$ cat src/rtl/painterengine_gpu_display_fetcher.sv
// Display frame-fetch sequencer.
// Walks a panned, clipped window of a framebuffer line by line and hands
// one burst at a time to the DMA reader. Frame geometry is shadowed when the
// frame starts, so the register file may be reprogrammed while a frame runs.
//
// Reader handshake: address/length are registered in CALC and stay constant
// while reader_resetn is high (STREAM only). The reader signals completion
// with done or failure with error. Both are looked at only in STREAM, and
// error takes priority. reader_resetn is low in every other state, which
// separates consecutive bursts by at least NEXT and CALC.
module painterengine_gpu_display_fetcher #(
  parameter int ADDR_W     = 32,
  parameter int COORD_W    = 16,
  parameter int BURST_MAX  = 64,
  parameter int FIFO_DEPTH = 128,
  parameter int BPP_BYTES  = 4,
  localparam int CNT_W     = $clog2(FIFO_DEPTH + 1)
) (
  input  logic               i_wire_clock,
  input  logic               i_wire_resetn,
  input  logic               i_wire_start,
  input  logic               i_wire_continuous,
  input  logic [ADDR_W-1:0]  i_wire_base_address,
  input  logic [31:0]        i_wire_stride_bytes,
  input  logic [COORD_W-1:0] i_wire_offset_x,
  input  logic [COORD_W-1:0] i_wire_offset_y,
  input  logic [COORD_W-1:0] i_wire_width,
  input  logic [COORD_W-1:0] i_wire_height,
  input  logic [CNT_W-1:0]   i_wire_fifo_free_count,
  output logic [ADDR_W-1:0]  o_wire_reader_address,
  output logic [31:0]        o_wire_reader_length,
  output logic               o_wire_reader_resetn,
  input  logic               i_wire_reader_done,
  input  logic               i_wire_reader_error,
  output logic               o_wire_busy,
  output logic               o_wire_frame_done,
  output logic               o_wire_error,
  output logic [2:0]         o_wire_state,
  output logic [COORD_W-1:0] o_wire_line
);

  // Pixel size is a power of two, so the column term is a shift.
  localparam int BPP_SHIFT = $clog2(BPP_BYTES);

  typedef enum logic [2:0] {
    S_IDLE   = 3'd0,
    S_LATCH  = 3'd1,
    S_CALC   = 3'd2,
    S_WAIT   = 3'd3,
    S_STREAM = 3'd4,
    S_NEXT   = 3'd5,
    S_ERROR  = 3'd7
  } state_t;

  state_t state_q, state_d;

  // Frame shadows, captured in LATCH
  logic [ADDR_W-1:0]  base_q;
  logic [31:0]        stride_q;
  logic [COORD_W-1:0] off_x_q, off_y_q, width_q, height_q;

  // Window walk position and the current burst
  logic [COORD_W-1:0] x_q, y_q;
  logic [ADDR_W-1:0]  addr_q;
  logic [31:0]        len_q;

  // Derived values
  logic [ADDR_W-1:0] row_a, col_a, calc_addr;
  logic [31:0]       remain, calc_len, x_end;
  logic              line_end, frame_end, zero_size;

  // Burst address/length for the current (x,y) and end-of-line/frame tests
  always_comb begin
    row_a     = ADDR_W'(off_y_q) + ADDR_W'(y_q);
    col_a     = ADDR_W'(off_x_q) + ADDR_W'(x_q);
    calc_addr = base_q + row_a * ADDR_W'(stride_q) + (col_a << BPP_SHIFT);
    remain    = 32'(width_q) - 32'(x_q);
    calc_len  = (remain > 32'(BURST_MAX)) ? 32'(BURST_MAX) : remain;
    x_end     = 32'(x_q) + len_q;
    line_end  = (x_end == 32'(width_q));
    frame_end = line_end && ((32'(y_q) + 32'd1) == 32'(height_q));
    zero_size = (i_wire_width == '0) || (i_wire_height == '0);
  end

  // State register
  always_ff @(posedge i_wire_clock) begin
    if (!i_wire_resetn) begin
      state_q <= S_IDLE;
    end else begin
      state_q <= state_d;
    end
  end

  // Next-state logic and state-decoded outputs
  always_comb begin
    state_d              = state_q;
    o_wire_frame_done    = 1'b0;
    o_wire_reader_resetn = 1'b0;
    o_wire_busy          = 1'b1;
    o_wire_error         = 1'b0;
    case (state_q)
      S_IDLE: begin
        o_wire_busy = 1'b0;
        if (i_wire_start) state_d = S_LATCH;
      end
      S_LATCH: begin
        if (zero_size) begin
          o_wire_frame_done = 1'b1;
          state_d = i_wire_continuous ? S_LATCH : S_IDLE;
        end else begin
          state_d = S_CALC;
        end
      end
      S_CALC: state_d = S_WAIT;
      S_WAIT: begin
        if (32'(i_wire_fifo_free_count) >= len_q) state_d = S_STREAM;
      end
      S_STREAM: begin
        o_wire_reader_resetn = 1'b1;
        if (i_wire_reader_error) state_d = S_ERROR;
        else if (i_wire_reader_done) state_d = S_NEXT;
      end
      S_NEXT: begin
        if (frame_end) begin
          o_wire_frame_done = 1'b1;
          state_d = i_wire_continuous ? S_LATCH : S_IDLE;
        end else begin
          state_d = S_CALC;
        end
      end
      S_ERROR: begin
        o_wire_busy  = 1'b0;
        o_wire_error = 1'b1;
        if (i_wire_start) state_d = S_LATCH;
      end
      default: begin
        o_wire_busy = 1'b0;
        state_d     = S_IDLE;
      end
    endcase
  end

  // Shadow capture, burst registration and window walk
  always_ff @(posedge i_wire_clock) begin
    if (!i_wire_resetn) begin
      base_q   <= '0;
      stride_q <= '0;
      off_x_q  <= '0;
      off_y_q  <= '0;
      width_q  <= '0;
      height_q <= '0;
      x_q      <= '0;
      y_q      <= '0;
      addr_q   <= '0;
      len_q    <= '0;
    end else begin
      case (state_q)
        S_LATCH: begin
          base_q   <= i_wire_base_address;
          stride_q <= i_wire_stride_bytes;
          off_x_q  <= i_wire_offset_x;
          off_y_q  <= i_wire_offset_y;
          width_q  <= i_wire_width;
          height_q <= i_wire_height;
          x_q      <= '0;
          y_q      <= '0;
        end
        S_CALC: begin
          addr_q <= calc_addr;
          len_q  <= calc_len;
        end
        S_NEXT: begin
          if (line_end) begin
            x_q <= '0;
            y_q <= y_q + COORD_W'(1);
          end else begin
            x_q <= x_q + COORD_W'(len_q);
          end
        end
        default: begin
        end
      endcase
    end
  end

  assign o_wire_reader_address = addr_q;
  assign o_wire_reader_length  = len_q;
  assign o_wire_state          = state_q;
  assign o_wire_line           = y_q;

endmodule

$ cat config.mk
export PLATFORM = sky130hd
export DESIGN_NAME = painterengine_gpu_display_fetcher
export DESIGN_NICKNAME = d
export VERILOG_FILES = /design/src/rtl/painterengine_gpu_display_fetcher.sv
export SDC_FILE = /design/constraint.sdc
export NUM_CORES = 2
export LEC_CHECK = 0
export CORE_MARGIN = 2
export CORE_UTILIZATION = 43
export DETAILED_ROUTE_END_ITERATION = 10
export PLACE_DENSITY = 0.68
export SLEW_MARGIN = 20
export SYNTH_ARGS = -nofsm -noshare
export SYNTH_HDL_FRONTEND = slang
export SYNTH_SLANG_ARGS = --single-unit
$ cat constraint.sdc
create_clock -name i_wire_clock -period 18.3 [get_ports i_wire_clock]
set_input_delay 5.49 -clock i_wire_clock [delete_from_list [all_inputs] [get_ports i_wire_clock]]
set_output_delay 5.49 -clock i_wire_clock [all_outputs]
set_load 0.01 [all_outputs]
==> impl_summary.log <==
[metrics] final hold violation count: 0
[metrics] FILL cells: 5564
[metrics] beginning of the critical path: i_wire_width[15]
[metrics] synthesized instance count: between 3000 and 4000
[metrics] Worst Skew: about 0.018 ns
[metrics] Worst Max-Slew Pin Slew: roughly 0.95 ns
[metrics] number of violations reported at the end of detailed-routing iteration 0: about 1100
[metrics] placer's final routability congestion estimate: 0.920
[metrics] total chip power: around 1.6 mW
[metrics] Clock Sink Count: about 210
[metrics] syn nets: approximately 3700
[metrics] buffer cell driving the clock tree root: sky130_fd_sc_hd__clkbuf_16
[metrics] post-CTS setup buffer count: 0
[metrics] top area cells in the synthesized netlist: sky130_fd_sc_hd__fa_1 (30%), sky130_fd_sc_hd__dfxtp_1 (17%), sky130_fd_sc_hd__nand2_1 (9.1%)
[metrics] Sw Ratio: a little over a third
[metrics] series of cell instances along the critical path: clkdlybuf4s50_1 -> nor4_1 -> nand4_1 -> and2_1 -> o22ai_1 -> clkdlybuf4s50_1
[metrics] most used flip-flop cell after synthesis: sky130_fd_sc_hd__dfxtp_1
[metrics] max capacitance violation total: 0
[metrics] post-cts sizing count: 0
[metrics] initial antenna violation count: 5
[metrics] average wire length per cell after detail routing: ~17 um
[metrics] Yosys cell types: 67
[metrics] average footprint of a synthesized cell: roughly 8.3 um2
[metrics] period utilization: about 70%
[metrics] Die ar.: roughly 0.060 mm2
[metrics] most common cell type on the critical path: sky130_fd_sc_hd__clkdlybuf4s50_1
[metrics] portion of total power attributed to sequential cells: between 30% and 40%
[metrics] critical-path maximum fanout: 3
[metrics] initial standard-cell utilization of the core: 43.3%
[metrics] R2R Setup Slk: around 9.1 ns
[metrics] reg-to-reg critical path endpoint: o_wire_reader_address[31]
[metrics] Netlist Area Pre-Place: 0.0249 mm2
[metrics] Post-synth EDFFs: 0
[metrics] share of post-route cells with drive strength above 1: 3.30%
[metrics] hold crit path type: register to register
[metrics] grt total ovfl: 0
[metrics] final-report setup violation count: 0
[metrics] sum of net half-perimeters after detailed placement: about 53000 um
[metrics] clock group share of total power: approximately 33%
[metrics] post-synthesis sequential area ratio: around 17%
[metrics] cell type with the highest aggregate area in the netlist: sky130_fd_sc_hd__fa_1
[metrics] number of warnings reported in the yosys synthesis log: 0
[metrics] cell with the most instances after synthesis: sky130_fd_sc_hd__nand2_1
[metrics] delay of the slowest cell on the worst path: between 0.5 and 0.6 ns
[metrics] Int Power: around 1.0 mW
[metrics] top cell type's share of synthesized area: 29.7%
[metrics] upper clock frequency limit: just under 0.08 GHz
[metrics] hold endpoint: o_wire_reader_address[13]
[metrics] Hold Buf Count CTS: 0
[metrics] width of the die: between 200 and 250 um
[metrics] CP Data Arrival Time: 7.48 ns
[metrics] Pwr Density: 57.3 mW/mm2
[metrics] routed wire length: about 67000 um
[metrics] maximum number of pins on one net before global-route repair: 98
[metrics] Worst-path clk slew: ~0.06 ns
[metrics] switching power: approximately 600 uW
[metrics] latest clock arrival within the worst-skew pair: 0.57 ns
[metrics] Std-Cell Core Area: 0.0575 mm2
[metrics] clock period minus final worst setup slack: 12.97 ns
[metrics] startpoint of the lowest-slack register-to-register path: o_wire_line[0]
[metrics] outcome: finished clean
[metrics] unrepaired setup endpoints after global routing: no
[metrics] Overall Global Routing Usage: ~23%
[metrics] remaining max-slew budget at the tightest pin: about 37%
[metrics] number of pins exceeding their max-slew limit in the final report: 0
[metrics] deepest clock path buffer count: 3
[metrics] part of the total power dissipated in combinational logic: ~34%
[metrics] worst vdd rail ir drop: around 66 uV
[metrics] Placement Rows: 88
[metrics] wire length of the first global-routing pass: about 110000 um
[metrics] required time at the endpoint of the critical path: about 13 ns
[metrics] number of cell instances on the worst register-to-register path: 31
[metrics] vias in the first global route: 20158
[metrics] type of the worst setup path: input port to output port
[metrics] area growth from synthesis to layout: 15.1%
[metrics] I/O pin cnt: between 200 and 250
[metrics] Static Leak: between 10 and 15 nW
[metrics] Die Span Y: between 200 and 250 um
[metrics] DR DRC count: 0
[metrics] vias: ~20000
[metrics] HP Start: o_wire_reader_address[13]
[metrics] detail-routed via count per cell: approximately 5
[metrics] share of synthesized flip-flops with an asynchronous set or reset: 0%
[metrics] Port-buffer cells: around 230
[metrics] kind of start point of the critical path: input port
[metrics] number of levels the H-tree was split into: 1
[metrics] Routed Antenna Nets: 0
[metrics] setup TNS: 0 ns
[metrics] standard cell with the maximum stage delay on the critical path: sky130_fd_sc_hd__clkdlybuf4s50_1
[metrics] #FFs+latches synth: roughly 210
[metrics] commonest cells in the netlist: sky130_fd_sc_hd__nand2_1 (600), sky130_fd_sc_hd__inv_1 (512), sky130_fd_sc_hd__fa_1 (369), sky130_fd_sc_hd__a21oi_1 (219), sky130_fd_sc_hd__dfxtp_1 (212)
[metrics] first drt pass iteration count: 5
[metrics] kind of end point of the critical path: output port
[metrics] CTS Buf Count: 26
[metrics] Cells on Worst Hold Path: 2
[metrics] Post-layout nets: ~3800
[metrics] CTS tree: done
==> metal layers <==
metal / vias to the layer above / global-route usage [%] / wire length, um
li1: 9589 / - / -
met1: 9722 / 30.8 / 29600
met2: 505 / 38.2 / 31500
met3: 73 / 5.37 / 5030
met4: 2 / 4.02 / 1120
met5: - / 0 / 13
==> worst max-delay path, delay by kind of cell <==
family                 cells  cell delay [ns]
AOI/OAI and AO/OA          1             0.15
buffers and inverters      2             1.02
and+or+nand+nor            3             0.82
==> layout make-up <==
cell class	instances	area (um2)	area share (%)
multi-input cells	2118	18100	63.1
flip-flops and latches	212	4240	14.8
repair buffers	258	2510	8.76
inverters	512	1930	6.73
well taps	765	957	3.34
clock buffers	39	779	2.72
clock inverters	9	134	0.468
diodes	2	5.00	0.0175
==> cell usage in the layout (no fill, tap or decap), types with 6 or more instances in the layout <==
| master | n |
|---|---|
| sky130_fd_sc_hd__nand2_1 | 600 |
| sky130_fd_sc_hd__inv_1 | 511 |
| sky130_fd_sc_hd__fa_1 | 369 |
| sky130_fd_sc_hd__clkdlybuf4s50_1 | 228 |
| sky130_fd_sc_hd__a21oi_1 | 218 |
| sky130_fd_sc_hd__dfxtp_1 | 212 |
| sky130_fd_sc_hd__ha_1 | 153 |
| sky130_fd_sc_hd__and2_1 | 122 |
| sky130_fd_sc_hd__xnor2_1 | 86 |
| sky130_fd_sc_hd__nor2b_1 | 65 |
| sky130_fd_sc_hd__nor2_1 | 61 |
| sky130_fd_sc_hd__o21ai_0 | 54 |
| sky130_fd_sc_hd__a21o_1 | 44 |
| sky130_fd_sc_hd__xor2_1 | 34 |
| sky130_fd_sc_hd__buf_4 | 30 |
| sky130_fd_sc_hd__nor3_1 | 29 |
| sky130_fd_sc_hd__nand3_1 | 28 |
| sky130_fd_sc_hd__clkbuf_16 | 26 |
| sky130_fd_sc_hd__and3_1 | 21 |
| sky130_fd_sc_hd__nand2b_1 | 18 |
| sky130_fd_sc_hd__a22o_1 | 17 |
| sky130_fd_sc_hd__nand4_1 | 16 |
| sky130_fd_sc_hd__or3_1 | 15 |
| sky130_fd_sc_hd__nor4_1 | 15 |
| sky130_fd_sc_hd__a211oi_1 | 14 |
| sky130_fd_sc_hd__o21a_1 | 13 |
| sky130_fd_sc_hd__a31oi_1 | 9 |
| sky130_fd_sc_hd__a21boi_0 | 8 |
| sky130_fd_sc_hd__a211o_1 | 8 |
| sky130_fd_sc_hd__o22ai_1 | 8 |
| sky130_fd_sc_hd__clkbuf_8 | 8 |
| sky130_fd_sc_hd__o21bai_1 | 7 |
| sky130_fd_sc_hd__a21bo_2 | 7 |
| sky130_fd_sc_hd__xnor2_2 | 6 |
| sky130_fd_sc_hd__o31ai_1 | 6 |
==> state kept, by name, summed over array words and instances, names as in the netlist <==
| name | flops |
|---|---|
| base_q | 32 |
| o_wire_reader_address | 32 |
| stride_q | 32 |
| o_wire_reader_length | 17 |
| height_q | 16 |
| o_wire_line | 16 |
| off_x_q | 16 |
| off_y_q | 16 |
| width_q | 16 |
| x_q | 16 |
| o_wire_state | 3 |
==> power groups by stage <==
stage	clock network (mW)	logic (mW)	registers, mW
after floorplan	0	0.390	0.528
after global placement	0	0.545	0.559
after detailed placement	0	0.553	0.560
after CTS	0.550	0.556	0.550
after global routing	0.570	0.627	0.556
final	0.536	0.552	0.551
==> how the worst max path moves through the flow <==
stage	end	cells past startpoint
2_1_floorplan	o_wire_frame_done	4
3_3_place_gp	o_wire_frame_done	6
3_5_place_dp	o_wire_frame_done	6
4_1_cts	o_wire_frame_done	6
5_1_grt	o_wire_frame_done	6
6_report	o_wire_frame_done	6
==> metrics by stage <==
stage               utilization, %  cells  hold WS (ns)  area (um2)  worst slack, ns
floorplan                        -   3006         0.436       24900             6.59
global placement              48.2   3865         0.439       27700             5.29
detailed placement            48.2   3865         0.446       27700             5.29
CTS                           49.8   3913         0.453       28600             5.27
global route                  49.8   3913         0.472       28600             5.19
finish                        49.8   3915         0.451       28600             5.33
==> cell families (layout without fill, tap and decap cells) <==
kind of cell,count (synthesis),in the layout,synth area share [%]
DFF,212,212,17.1
xor gates and xnor gates,133,133,5.02
buffers and inverters,676,818,10.6
AOI/OAI and AO/OA,444,444,10.9
muxes,4,4,0.171
and+or+nand+nor,1015,1015,18.8
adders and majority gates,522,522,37.4
other,0,2,0
Note: power is estimated with default switching activity, not from simulation.
